$ cat src/rtl/um_arith_issue.sv
// Issue/writeback stage for the UM 4-function ALU: decodes one instruction at a time, owns the
// 8x32 register file, drives ALU operands and captures the result into register A.
module um_arith_issue #(
  parameter int unsigned ALU_WAIT = 0
) (
  input  logic        clk,
  input  logic        r_n,
  input  logic        in_valid,
  input  logic [31:0] in_instr,
  output logic        in_ready,
  output logic [31:0] alu_x,
  output logic [31:0] alu_y,
  output logic [1:0]  alu_s,
  input  logic [31:0] alu_out,
  output logic        done,
  output logic        unsup,
  output logic        fault,
  input  logic [2:0]  dbg_sel,
  output logic [31:0] dbg_data
);

  localparam int unsigned CntW = (ALU_WAIT > 0) ? $clog2(ALU_WAIT + 1) : 1;

  typedef enum logic [1:0] {StIdle, StExec, StFault} state_e;

  state_e            state_q, state_d;
  logic [31:0]       instr_q;
  logic [31:0]       alu_x_q, alu_y_q;
  logic [1:0]        alu_s_q, alu_s_d;
  logic [CntW-1:0]   cnt_q, cnt_d;
  logic              done_q, done_d;
  logic              unsup_q, unsup_d;
  logic [31:0]       regs_q [8];

  logic              load;
  logic              we;
  logic [2:0]        wa;
  logic [31:0]       wd;

  logic [3:0]        op;
  logic [2:0]        ra, rb_in, rc_in;
  logic [3:0]        op_in;

  assign op    = instr_q[31:28];
  assign ra    = instr_q[8:6];
  assign op_in = in_instr[31:28];
  assign rb_in = in_instr[5:3];
  assign rc_in = in_instr[2:0];

  always_comb begin
    unique case (op_in)
      4'd4:    alu_s_d = 2'b01;
      4'd5:    alu_s_d = 2'b10;
      4'd6:    alu_s_d = 2'b11;
      default: alu_s_d = 2'b00;
    endcase
  end

  always_comb begin
    state_d = state_q;
    cnt_d   = cnt_q;
    done_d  = 1'b0;
    unsup_d = 1'b0;
    load    = 1'b0;
    we      = 1'b0;
    wa      = ra;
    wd      = '0;
    case (state_q)
      StIdle: begin
        if (in_valid) begin
          load    = 1'b1;
          cnt_d   = '0;
          state_d = StExec;
        end
      end
      StExec: begin
        case (op)
          4'd0: begin
            // alu_x/alu_y hold reg[B]/reg[C] sampled at issue.
            we      = (alu_y_q != '0);
            wd      = alu_x_q;
            done_d  = 1'b1;
            state_d = StIdle;
          end
          4'd13: begin
            we      = 1'b1;
            wa      = instr_q[27:25];
            wd      = {7'b0, instr_q[24:0]};
            done_d  = 1'b1;
            state_d = StIdle;
          end
          4'd3, 4'd4, 4'd5, 4'd6: begin
            if (op == 4'd5 && alu_y_q == '0) begin
              state_d = StFault;
            end else if (cnt_q == CntW'(ALU_WAIT)) begin
              we      = 1'b1;
              wd      = alu_out;
              done_d  = 1'b1;
              state_d = StIdle;
            end else begin
              cnt_d = cnt_q + 1'b1;
            end
          end
          default: begin
            unsup_d = 1'b1;
            state_d = StIdle;
          end
        endcase
      end
      StFault: state_d = StFault;
      default: state_d = StIdle;
    endcase
  end

  always_ff @(posedge clk or negedge r_n) begin
    if (!r_n) begin
      state_q <= StIdle;
      instr_q <= '0;
      alu_x_q <= '0;
      alu_y_q <= '0;
      alu_s_q <= 2'b00;
      cnt_q   <= '0;
      done_q  <= 1'b0;
      unsup_q <= 1'b0;
    end else begin
      state_q <= state_d;
      cnt_q   <= cnt_d;
      done_q  <= done_d;
      unsup_q <= unsup_d;
      if (load) begin
        instr_q <= in_instr;
        alu_x_q <= regs_q[rb_in];
        alu_y_q <= regs_q[rc_in];
        alu_s_q <= alu_s_d;
      end
    end
  end

  always_ff @(posedge clk or negedge r_n) begin
    if (!r_n) begin
      for (int i = 0; i < 8; i++) regs_q[i] <= '0;
    end else if (we) begin
      regs_q[wa] <= wd;
    end
  end

  assign in_ready = (state_q == StIdle);
  assign fault    = (state_q == StFault);
  assign done     = done_q;
  assign unsup    = unsup_q;
  assign alu_x    = alu_x_q;
  assign alu_y    = alu_y_q;
  assign alu_s    = alu_s_q;
  assign dbg_data = regs_q[dbg_sel];

endmodule

$ cat config.mk
export PLATFORM = sky130hd
export DESIGN_NAME = um_arith_issue
export DESIGN_NICKNAME = d
export VERILOG_FILES = /design/src/rtl/um_arith_issue.sv
export SDC_FILE = /design/constraint.sdc
export NUM_CORES = 1
export LEC_CHECK = 0
export ABC_CLOCK_PERIOD_IN_PS = 4500
export CAP_MARGIN = 0
export CORE_MARGIN = 2
export CORE_UTILIZATION = 36
export DETAILED_ROUTE_END_ITERATION = 7
export HOLD_SLACK_MARGIN = 0.08
export PLACE_DENSITY = 0.62
export RECOVER_POWER = 50
export SYNTH_ARGS = -nofsm -noshare
export SYNTH_HDL_FRONTEND = slang
export SYNTH_SLANG_ARGS = --single-unit
export TNS_END_PERCENT = 20
$ cat constraint.sdc
create_clock -name clk -period 4.5 [get_ports clk]
set_clock_uncertainty 0.05 [all_clocks]
set_input_delay 0.675 -clock clk [delete_from_list [all_inputs] [get_ports clk]]
set_output_delay 0.675 -clock clk [all_outputs]
set_load 0.02 [all_outputs]
==> results of run 1 <==
## flip-flops by register name (all words and copies together), names as in the netlist
| name | cells |
|---|---|
| state_q | 2 |
| alu_y | 32 |
| unsup | 1 |
| alu_x | 32 |
| alu_s | 2 |
| done | 1 |
| regs_q | 256 |
| instr_q | 32 |
## metal layers
layer | track usage | vias to the layer above
met5 | 0 | -
met3 | 0.04461 | 77
li1 | - | 5659
met2 | 0.3384 | 445
met1 | 0.2940 | 7031
met4 | 0.05214 | 0
## critical path: cells and delay by family (launching register included)
family | cells | cell delay, ns
simple gates | 4 | 2.08
mux | 1 | 0.35
flops | 1 | 0.39
buf+inv | 2 | 0.55
## final cells by class
cell class | instances | area (um^2)
clock buffer | 58 | 1180
inverter | 36 | 135.1
tap | 748 | 935.9
multi-input combinational | 906 | 10550
timing repair buffer | 218 | 2118
sequential | 358 | 8959
fill | 4893 | 31140
clock inverter | 17 | 182.7
## cells in the mapped netlist (all sizes together)
library cell | number | area [um^2]
nand4 | 3 | 18.77
a222oi | 1 | 10.01
a211oi | 2 | 15.01
a22oi | 23 | 172.7
o32ai | 1 | 8.760
buf | 65 | 377.9
clkbuf | 54 | 202.7
o31ai | 3 | 27.52
clkinv | 1 | 3.750
and2 | 1 | 6.260
nor4 | 16 | 131.4
or4bb | 1 | 11.26
nor2b | 2 | 12.51
mux2i | 67 | 670.6
nand2b | 4 | 25.02
a21bo | 1 | 10.01
nor4bb | 1 | 10.01
and4b | 1 | 10.01
mux2 | 285 | 3652
nor3 | 5 | 36.29
nor2 | 4 | 17.52
a21oi | 7 | 46.30
or3 | 1 | 6.260
mux4 | 192 | 4324
inv | 35 | 131.4
nand4b | 1 | 8.760
xnor2 | 1 | 8.760
nand3b | 1 | 7.510
o221ai | 4 | 41.29
or2 | 1 | 6.260
o21ai | 96 | 480.5
or4 | 4 | 30.03
and4 | 1 | 8.760
a21o | 1 | 7.510
nor3b | 1 | 7.510
dfrtp | 358 | 8959
nand3 | 1 | 5.000
or4b | 1 | 10.01
nand2 | 172 | 645.6
## metrics by stage
step	cells	utilization
3_3_place_gp	2266	0.4119
6_report	2341	0.4359
3_5_place_dp	2266	0.4119
4_1_cts	2341	0.4366
2_1_floorplan	1419	-
5_1_grt	2341	0.4359
## how the worst min path moves through the flow
stage                                       start                      end  slack, ns
after floorplan                               r_n     alu_s[0]$_DFFE_PN0P_       0.33
after global placement     instr_q[5]$_DFFE_PN0P_   instr_q[5]$_DFFE_PN0P_       0.41
after detailed placement   instr_q[2]$_DFFE_PN0P_   instr_q[2]$_DFFE_PN0P_       0.42
after CTS                                     r_n  regs_q[220]$_DFFE_PN0P_       0.18
after global routing       instr_q[4]$_DFFE_PN0P_   instr_q[4]$_DFFE_PN0P_       0.45
final                     instr_q[21]$_DFFE_PN0P_  instr_q[21]$_DFFE_PN0P_       0.43
## cells in the final DEF (no fill, tap or decap), types with 10 or more instances in the layout
cell,count
buf_4,41
a22oi_1,23
mux2i_1,67
nor4_1,10
clkdlybuf4s50_1,161
dfrtp_1,358
mux2_2,162
nand2_1,171
mux2_4,118
o21ai_1,30
inv_1,36
clkbuf_16,41
o21ai_0,66
mux4_2,192
## cells by family after synthesis
| logic type | Yosys count |
|---|---|
| flops | 358 |
| xor+xnor | 1 |
| buf+inv | 155 |
| simple gates | 222 |
| mux | 544 |
| compound gates | 139 |
## power by group
| part | internal (mW) | switching (mW) | total (mW) | leakage, nW |
|---|---|---|---|---|
| clock network | 2.01 | 1.40 | 3.41 | 0.667 |
| registers | 4.18 | 1.01 | 5.19 | 4.34 |
| logic | 2.60 | 1.67 | 4.27 | 5.44 |
| total | 8.78 | 4.08 | 12.9 | 10.4 |
==> flow_metrics.env, run 1 <==
export IMPL_status="finished with violations"
export IMPL_failed_checks="capacitance limit, slew limit"
export IMPL_drt_iter0_markers=1098
export IMPL_fmax_ghz=0.2822
export IMPL_path_class="register to register"
export IMPL_ys_types=51
export IMPL_cp_max_fo=13
export IMPL_nNetsFinal=1631
export IMPL_endpoint_kind="register"
export IMPL_drt_total_wl_mm=59.81
export IMPL_path_cells="nor4_1 > nand4_1 > buf_4 > nor3_4 > or4_2 > buf_4 > mux2_2"
export IMPL_portBuffers=171
export IMPL_synth_simple_area_share=0.05032
export IMPL_drc_errors=0
export IMPL_crit_start="alu_y[2]$_DFFE_PN0P_"
export IMPL_overflow=0
export IMPL_ys_seq_area_frac=0.4443
export IMPL_synthMuxAreaShare=0.4288
export IMPL_grt_first_pass_wirelength_mm=91.06
export IMPL_die_height_um=240.7
export IMPL_hp_class="register to register"
export IMPL_period_share=0.7876
export IMPL_synth_area_um2=20160
export IMPL_synth_fa_ha_area_frac=0
export IMPL_ff2ff_setup_slack_ns=0.96
export IMPL_yosysWarnings=0
export IMPL_ant_nets=0
export IMPL_tns_ns=0
export IMPL_firstDrtPassIters=5
export IMPL_cp_arrival_ns=3.95
export IMPL_reg2regPathDepth=7
export IMPL_maxCapViolCount=4
export IMPL_power_total_mw=12.87
export IMPL_ir_drop_mv=0.2530
export IMPL_syn2layout_area_growth_pct=19.34
export IMPL_rsz0062_at_grt="no"
export IMPL_synth_nets=1489
export IMPL_pin_count=172
export IMPL_clkLatencyLatePin_ns=0.57
export IMPL_groute_usage_overall=0.2112
export IMPL_holdWs_ns=0.4271
export IMPL_cts_sinks=358
export IMPL_via_count=13210
export IMPL_wl_met2_mm=28.71
export IMPL_setup_viol=0
export IMPL_avgSynthCellArea_um2=14.21
export IMPL_final_setup_worst_slack_ns=0.9558
export IMPL_synth_top_family_by_area="multiplexers"
export IMPL_fin_crit_ns=3.544
export IMPL_relSlewSlack=-1.010
export IMPL_cp_endpoint="regs_q[160]$_DFFE_PN0P_"
export IMPL_crit_path_max_incr_delay_ns=0.75
export IMPL_hold_buffers=0
export IMPL_p_leak_nw=10.45
export IMPL_row_count=86
export IMPL_dp_slack_ns=0.8872
export IMPL_root_buffer="clkbuf_16"
export IMPL_hold_path_depth=2
export IMPL_maxSlewViolCount=345
export IMPL_cts_tree="built"
export IMPL_die_width_um=240.7
export IMPL_m1WireLength_mm=26.34
export IMPL_timing_rr_end="regs_q[160]$_DFFE_PN0P_"
export IMPL_clk_pin_slew_worst_paths_ns=0.06
export IMPL_grt_start_max_net_pins=164
export IMPL_antenna_found_initial=0
export IMPL_drive_gt1_frac=0.3854
export IMPL_cts_setup_buffers=0
export IMPL_die_area_um2=57920
export IMPL_start_kind="register"
export IMPL_first_global_vias=13920
export IMPL_synth_seq_cells=358
export IMPL_power_density_nw_per_um2=534.7
export IMPL_numCtsBuffers=41
export IMPL_place_gp_congestion=0.7953
export IMPL_critPathMostFrequentCell="buf_4"
export IMPL_dpl_cell_area_um2=22740
export IMPL_cts_htree_levels=2
export IMPL_design_area_um2=24060
export IMPL_synth_xor_xnor_area_share=0.0004344
export IMPL_synth_cells=1419
export IMPL_topRoutingLayerUsed="met4"
export IMPL_start_util=0.3653
export IMPL_dr_wl_met3_mm=3.653
export IMPL_worst_pin_slew_ns=3.015
export IMPL_wire_per_inst_um=25.55
export IMPL_n_antenna_cell=0
export IMPL_critPathRequiredTime_ns=4.90
export IMPL_finalHoldViolCount=0
export IMPL_reg2reg_from="alu_y[2]$_DFFE_PN0P_"
export IMPL_synth_compound_area_share=0.04064
export IMPL_clock_path_buffers=3
export IMPL_slowest_stage="nor4_1"
export IMPL_cts_resized_gates=0
export IMPL_core_um2=55200
export IMPL_dp_hpwl_mm=37.41
export IMPL_viasPerCell=5.644
Note: power is estimated with default switching activity, not from simulation.
==> run 2: changes to the inputs <==
--- a/config.mk
+++ b/config.mk
@@ -5,13 +5,13 @@
 export SDC_FILE = /design/constraint.sdc
 export NUM_CORES = 1
 export LEC_CHECK = 0
-export ABC_CLOCK_PERIOD_IN_PS = 4500
+export ABC_CLOCK_PERIOD_IN_PS = 2900
 export CAP_MARGIN = 0
 export CORE_MARGIN = 2
 export CORE_UTILIZATION = 36
 export DETAILED_ROUTE_END_ITERATION = 7
 export HOLD_SLACK_MARGIN = 0.08
-export PLACE_DENSITY = 0.62
+export PLACE_DENSITY = 0.64
 export RECOVER_POWER = 50
 export SYNTH_ARGS = -nofsm -noshare
 export SYNTH_HDL_FRONTEND = slang
==> constraint.sdc (replaced) <==
create_clock -name clk -period 2.9 [get_ports clk]
set_clock_uncertainty 0.05 [all_clocks]
set_input_delay 0.435 -clock clk [delete_from_list [all_inputs] [get_ports clk]]
set_output_delay 0.435 -clock clk [all_outputs]
set_load 0.02 [all_outputs]
==> run 2 against run 1 <==
Utilization is 1.8 points higher. Flip-flop and latch count stayed put. Sequential power is 54% higher. Clock power is 60% higher. Wire length is 1.3% higher. Critical path depth is 4 lower. The run still ends with capacitance limit, slew limit left.
==> flow_metrics.env, run 2 (same netlist as run 1, synthesis figures left out) <==
export IMPL_ir_drop_mv=0.4631
export IMPL_viasPerCell=5.661
export IMPL_fillers=4882
export IMPL_sw_frac_of_total=0.3121
export IMPL_power_density_nw_per_um2=811.6
export IMPL_groute_usage_overall=0.2138
export IMPL_clkLatencyLatePin_ns=0.58
export IMPL_largest_register="regs_q"
export IMPL_die_height_um=240.7
export IMPL_power_total_mw=20.32
export IMPL_drive_gt1_frac=0.4065
export IMPL_clock_path_buffers=3
export IMPL_place_gp_congestion=0.8279
export IMPL_finalHoldViolCount=0
export IMPL_grt_start_max_net_pins=89
export IMPL_nNetsFinal=1693
export IMPL_root_buffer="clkbuf_16"
export IMPL_cts_htree_levels=2
export IMPL_setup_viol=0
export IMPL_maxSlewViolCount=87
export IMPL_wire_per_inst_um=25.24
export IMPL_die_width_um=240.7
export IMPL_most_common_layout_cells="dfrtp_1 (358), mux4_2 (192), nand2_1 (172)"
export IMPL_core_um2=55200
export IMPL_drt_total_wl_mm=60.61
export IMPL_drt_iter0_markers=1057
export IMPL_worst_pin_slew_ns=2.198
export IMPL_critPathRequiredTime_ns=2.41
export IMPL_largest_register_ffs=256
export IMPL_failed_checks="capacitance limit, slew limit"
export IMPL_antenna_found_initial=0
export IMPL_fmax_ghz=0.3519
export IMPL_cp_max_fo=4
export IMPL_hp_class="primary input to register"
export IMPL_seqPwrFrac=0.394
export IMPL_power_frac_clock=0.269
export IMPL_start_kind="register"
export IMPL_p_leak_nw=10.91
export IMPL_portBuffers=171
export IMPL_relSlewSlack=-0.4652
export IMPL_die_area_um2=57920
export IMPL_first_global_vias=14200
export IMPL_period_share=0.9800
export IMPL_design_area_um2=25040
export IMPL_p_int_mw=13.98
export IMPL_status="finished with violations"
export IMPL_cp_arrival_ns=2.36
export IMPL_final_common_cell="dfrtp_1"
export IMPL_row_count=86
export IMPL_pin_count=172
export IMPL_dpl_cell_area_um2=23550
export IMPL_clk_pin_slew_worst_paths_ns=0.06
export IMPL_n_antenna_cell=0
export IMPL_start_util=0.3653
export IMPL_p_switching_mw=6.341
export IMPL_ant_nets=0
export IMPL_maxCapViolCount=1
export IMPL_cts_tree="built"
export IMPL_numCtsBuffers=42
export IMPL_fin_crit_ns=2.842
export IMPL_overflow=0
export IMPL_syn2layout_area_growth_pct=24.16
export IMPL_p_comb_frac=0.337
export IMPL_grt_first_pass_wirelength_mm=92.29
export IMPL_firstDrtPassIters=5
export IMPL_path_class="register to output port"
export IMPL_drc_errors=0
export IMPL_dp_cells=2318
export IMPL_endpoint_kind="output port"
export IMPL_dp_hpwl_mm=40.15
export IMPL_via_count=13590
export IMPL_cts_sinks=358
export IMPL_stdcell_count=2401
## run 2: cell types whose count changed in the layout (fill, tap and decap cells not counted), sizes merged
cell	previous run	this run
bufinv	3	4
clkinv	9	6
clkinvlp	3	1
clkbuf	62	69
buf	53	112
dlygate4sd3	0	1
inv	38	35
## run 2: area by class of cell
cell class	count	area (um^2)	share of cell area
multi-input cells	906	10580	0.4228
clock inverters	10	175.2	0.006997
clock buffers	64	1245	0.04973
repair buffers	279	3002	0.1199
inverters	36	135.1	0.005398
well taps	748	935.9	0.03738
flip-flops and latches	358	8959	0.3578
## run 2: critical path, cell delays in order, from the launching register on
cell	delay, ns
dfrtp_1	0.43
mux4_2	0.50
mux2_2	0.30
clkdlybuf4s50_1	0.54
## run 2: what timing repair did
action | 4_1_cts | 5_1_grt
hold buffers | 1 | 0
endpoints found under the setup margin | 202 | 106
gates resized for setup | 1 | 5
setup buffers | 4 | 4
pin swaps | 3 | 3
hold endpoints to repair | 79 | 0
## run 2: power by group through the flow
| stage | clock network [mW] | logic [mW] | registers (mW) |
|---|---|---|---|
| 6_report | 5.47 | 6.85 | 8.00 |
| 5_1_grt | 5.79 | 7.29 | 8.21 |
| 4_1_cts | 5.59 | 6.90 | 7.94 |
| 3_5_place_dp | 0 | 6.86 | 8.00 |
| 3_3_place_gp | 0 | 6.76 | 7.85 |
| 2_1_floorplan | 0 | 4.37 | 7.81 |
## run 2: stage by stage
step / setup WS [ns] / setup TNS, ns / hold WS (ns) / util
floorplan: 0.1833 / 0 / 0.08941 / -
global placement: -0.1189 / -10.69 / 0.4085 / 0.4267
detailed placement: -0.06349 / -1.677 / 0.4159 / 0.4267
CTS: 0.005078 / 0 / 0.3068 / 0.4534
global route: -0.006762 / -0.006762 / 0.3217 / 0.4535
finish: 0.05813 / 0 / 0.3318 / 0.4535
## run 2: worst paths after layout
check,startpoint,endpoint,slack [ns],cells after the start
worst max-delay path,regs_q[16]$_DFFE_PN0P_,dbg_data[16],0.06,3
worst min register to register,instr_q[19]$_DFFE_PN0P_,instr_q[19]$_DFFE_PN0P_,0.43,2
worst max register to register,alu_y[16]$_DFFE_PN0P_,regs_q[252]$_DFFE_PN0P_,0.07,11
min in group asynchronous,r_n,regs_q[118]$_DFFE_PN0P_,1.01,2
worst min-delay path,in_instr[19],instr_q[19]$_DFFE_PN0P_,0.33,3
max in group asynchronous,r_n,regs_q[112]$_DFFE_PN0P_,0.36,3
## run 2: metal layers
layer / vias up / global-route usage / wire [um]
met1: 7190 / 0.3019 / 26180
met4: 0 / 0.06061 / 1468
li1: 5800 / - / -
met3: 87 / 0.03466 / 3932
met2: 514 / 0.3418 / 29030
met5: - / 0 / 0
==> run 3: changes to the inputs <==
--- a/config.mk
+++ b/config.mk
@@ -5,13 +5,12 @@
 export SDC_FILE = /design/constraint.sdc
 export NUM_CORES = 1
 export LEC_CHECK = 0
-export ABC_CLOCK_PERIOD_IN_PS = 2900
 export CAP_MARGIN = 0
 export CORE_MARGIN = 2
 export CORE_UTILIZATION = 36
 export DETAILED_ROUTE_END_ITERATION = 7
 export HOLD_SLACK_MARGIN = 0.08
-export PLACE_DENSITY = 0.64
+export PLACE_DENSITY = 0.62
 export RECOVER_POWER = 50
 export SYNTH_ARGS = -nofsm -noshare
 export SYNTH_HDL_FRONTEND = slang
==> constraint.sdc (replaced) <==
create_clock -name clk -period 3.3 [get_ports clk]
set_clock_uncertainty 0.05 [all_clocks]
set_input_delay 0.495 -clock clk [delete_from_list [all_inputs] [get_ports clk]]
set_output_delay 0.495 -clock clk [all_outputs]
set_load 0.02 [all_outputs]
==> run 3 against run 2 <==
The run still ends with capacitance limit, slew limit left. Final cell count fell by 2.0%. First-iteration DRC count fell by 4.5%. Setup slack improved by 0.12 ns. Worst hold slack gained 0.041 ns. Combinational power decreased by 14%. Largest power group unchanged.
==> flow_metrics.env, run 3 (same netlist as run 1, synthesis figures left out) <==
export IMPL_via_count=13240
export IMPL_largest_register="regs_q"
export IMPL_p_switching_mw=5.476
export IMPL_cts_tree="built"
export IMPL_groute_usage_overall=0.2086
export IMPL_hp_class="primary input to register"
export IMPL_grt_start_max_net_pins=141
export IMPL_tns_ns=0
export IMPL_failed_checks="capacitance limit, slew limit"
export IMPL_p_leak_nw=10.64
export IMPL_die_height_um=240.7
export IMPL_cp_max_fo=18
export IMPL_ff2ff_setup_slack_ns=0.18
export IMPL_start_kind="register"
export IMPL_first_global_vias=13880
export IMPL_rsz0062_at_grt="no"
export IMPL_cts_resized_gates=0
export IMPL_n_antenna_cell=0
export IMPL_clock_path_buffers=3
export IMPL_die_width_um=240.7
export IMPL_min_to="instr_q[3]$_DFFE_PN0P_"
export IMPL_dp_hpwl_mm=37.55
export IMPL_fmax_ghz=0.3207
export IMPL_most_common_layout_cells="dfrtp_1 (358), mux4_2 (192), nand2_1 (172)"
export IMPL_cp_arrival_ns=3.51
export IMPL_relSlewSlack=-0.5901
export IMPL_place_gp_congestion=0.8260
export IMPL_sw_frac_of_total=0.3125
export IMPL_setup_viol=0
export IMPL_gr_usage_met1=0.2871
export IMPL_critPathRequiredTime_ns=3.69
export IMPL_drive_gt1_frac=0.3898
export IMPL_clkLatencyLatePin_ns=0.57
export IMPL_p_comb_frac=0.337
export IMPL_ir_drop_mv=0.4124
export IMPL_syn2layout_area_growth_pct=21.21
export IMPL_worst_pin_slew_ns=2.385
export IMPL_nNetsFinal=1648
export IMPL_die_area_um2=57920
export IMPL_portBuffers=171
export IMPL_reg2regPathDepth=7
export IMPL_drt_iter0_markers=1009
export IMPL_firstDrtPassIters=6
export IMPL_fin_crit_ns=3.118
export IMPL_pin_count=172
export IMPL_p_int_mw=12.05
export IMPL_grt_met3_usage=0.04289
export IMPL_status="finished with violations"
export IMPL_seqPwrFrac=0.398
export IMPL_endpoint_kind="register"
export IMPL_cts_sinks=358
export IMPL_row_count=86
export IMPL_busiest_layer="met2"
export IMPL_core_um2=55200
export IMPL_drt_total_wl_mm=59.07
export IMPL_maxCapViolCount=1
export IMPL_period_share=0.9449
export IMPL_final_common_cell="dfrtp_1"
export IMPL_cts_htree_levels=2
export IMPL_maxSlewViolCount=76
export IMPL_antenna_found_initial=1
export IMPL_overflow=0
export IMPL_path_class="register to register"
export IMPL_finalHoldViolCount=0
export IMPL_worst_hold_startpoint="in_instr[3]"
export IMPL_viasPerCell=5.623
export IMPL_numCtsBuffers=42
export IMPL_drc_errors=0
export IMPL_start_util=0.3653
export IMPL_power_density_nw_per_um2=716.9
export IMPL_grt_first_pass_wirelength_mm=89.89
export IMPL_root_buffer="clkbuf_16"
export IMPL_final_util=0.4428
export IMPL_ant_nets=0
export IMPL_power_frac_clock=0.265
export IMPL_wire_per_inst_um=25.09
export IMPL_met2_usage=0.3332
export IMPL_hold_path_depth=3
export IMPL_fillers=4997
export IMPL_timing_rr_end="regs_q[21]$_DFFE_PN0P_"
export IMPL_clk_pin_slew_worst_paths_ns=0.06
export IMPL_largest_register_ffs=256
export IMPL_reg2reg_from="instr_q[30]$_DFFE_PN0P_"
-- run 3: cell count changes in the layout (fill, tap and decap cells not counted), moves of 3 or more --
cell	change
buf_12	-13
clkbuf_1	-5
bufinv_16	-3
buf_4	-28
clkinv_2	+5
-- run 3: worst max-delay path, stage by stage, from the launching register on --
cell	delay [ns]
dfrtp_1	0.49
and4b_2	0.41
or3_1	0.36
nor2_2	0.15
buf_4	0.20
or4_2	0.76
buf_12	0.24
mux2_4	0.31
-- run 3: layout make-up --
class                   instances  area [um^2]  area share
inverters                      36        135.1    0.005529
well taps                     748        935.9     0.03829
repair buffers                234         2502      0.1024
clock buffers                  61         1276     0.05221
multi-input cells             906        10550      0.4315
clock inverters                11        87.58    0.003583
flip-flops and latches        358         8959      0.3665
-- run 3: power groups by stage --
stage	registers, mW	clock network, mW	logic (mW)
final	6.98	4.64	5.90
after global routing	7.18	4.91	6.30
after CTS	6.95	4.74	5.96
after detailed placement	7.00	0	5.93
after global placement	6.89	0	5.85
after floorplan	6.86	0	3.84
-- run 3: timing repair --
action                    4_1_cts  5_1_grt
hold endpoints to repair       74        0
hold buffers                    1        0
buffers inserted                0        0
-- run 3: per-stage QoR --
step | worst slack [ns] | hold slack, ns | total power [mW] | cells | area (um^2)
3_5_place_dp | 0.2326 | 0.4155 | 12.93 | 2281 | 23100
5_1_grt | 0.06807 | 0.4051 | 18.39 | 2354 | 24440
6_report | 0.1819 | 0.3729 | 17.52 | 2354 | 24440
4_1_cts | 0.2368 | 0.3414 | 17.65 | 2354 | 24470
3_3_place_gp | 0.2974 | 0.4088 | 12.73 | 2281 | 23100
2_1_floorplan | 0.4633 | 0.1494 | 10.70 | 1419 | 20160
-- run 3: layer usage --
metal	wire, um	vias to the layer above
li1	-	5702
met1	25180	6996
met2	28190	448
met5	0	-
met3	4127	91
met4	1573	0
-- run 3: worst max-delay path by stage --
stage | from | endpoint | slack (ns) | depth (start not counted)
2_1_floorplan | dbg_sel[0] | dbg_data[10] | 0.46 | 4
3_3_place_gp | dbg_sel[0] | dbg_data[15] | 0.30 | 5
3_5_place_dp | instr_q[30]$_DFFE_PN0P_ | regs_q[183]$_DFFE_PN0P_ | 0.23 | 7
4_1_cts | instr_q[30]$_DFFE_PN0P_ | regs_q[183]$_DFFE_PN0P_ | 0.24 | 7
5_1_grt | r_n | regs_q[65]$_DFFE_PN0P_ | 0.07 | 3
6_report | instr_q[30]$_DFFE_PN0P_ | regs_q[21]$_DFFE_PN0P_ | 0.18 | 7
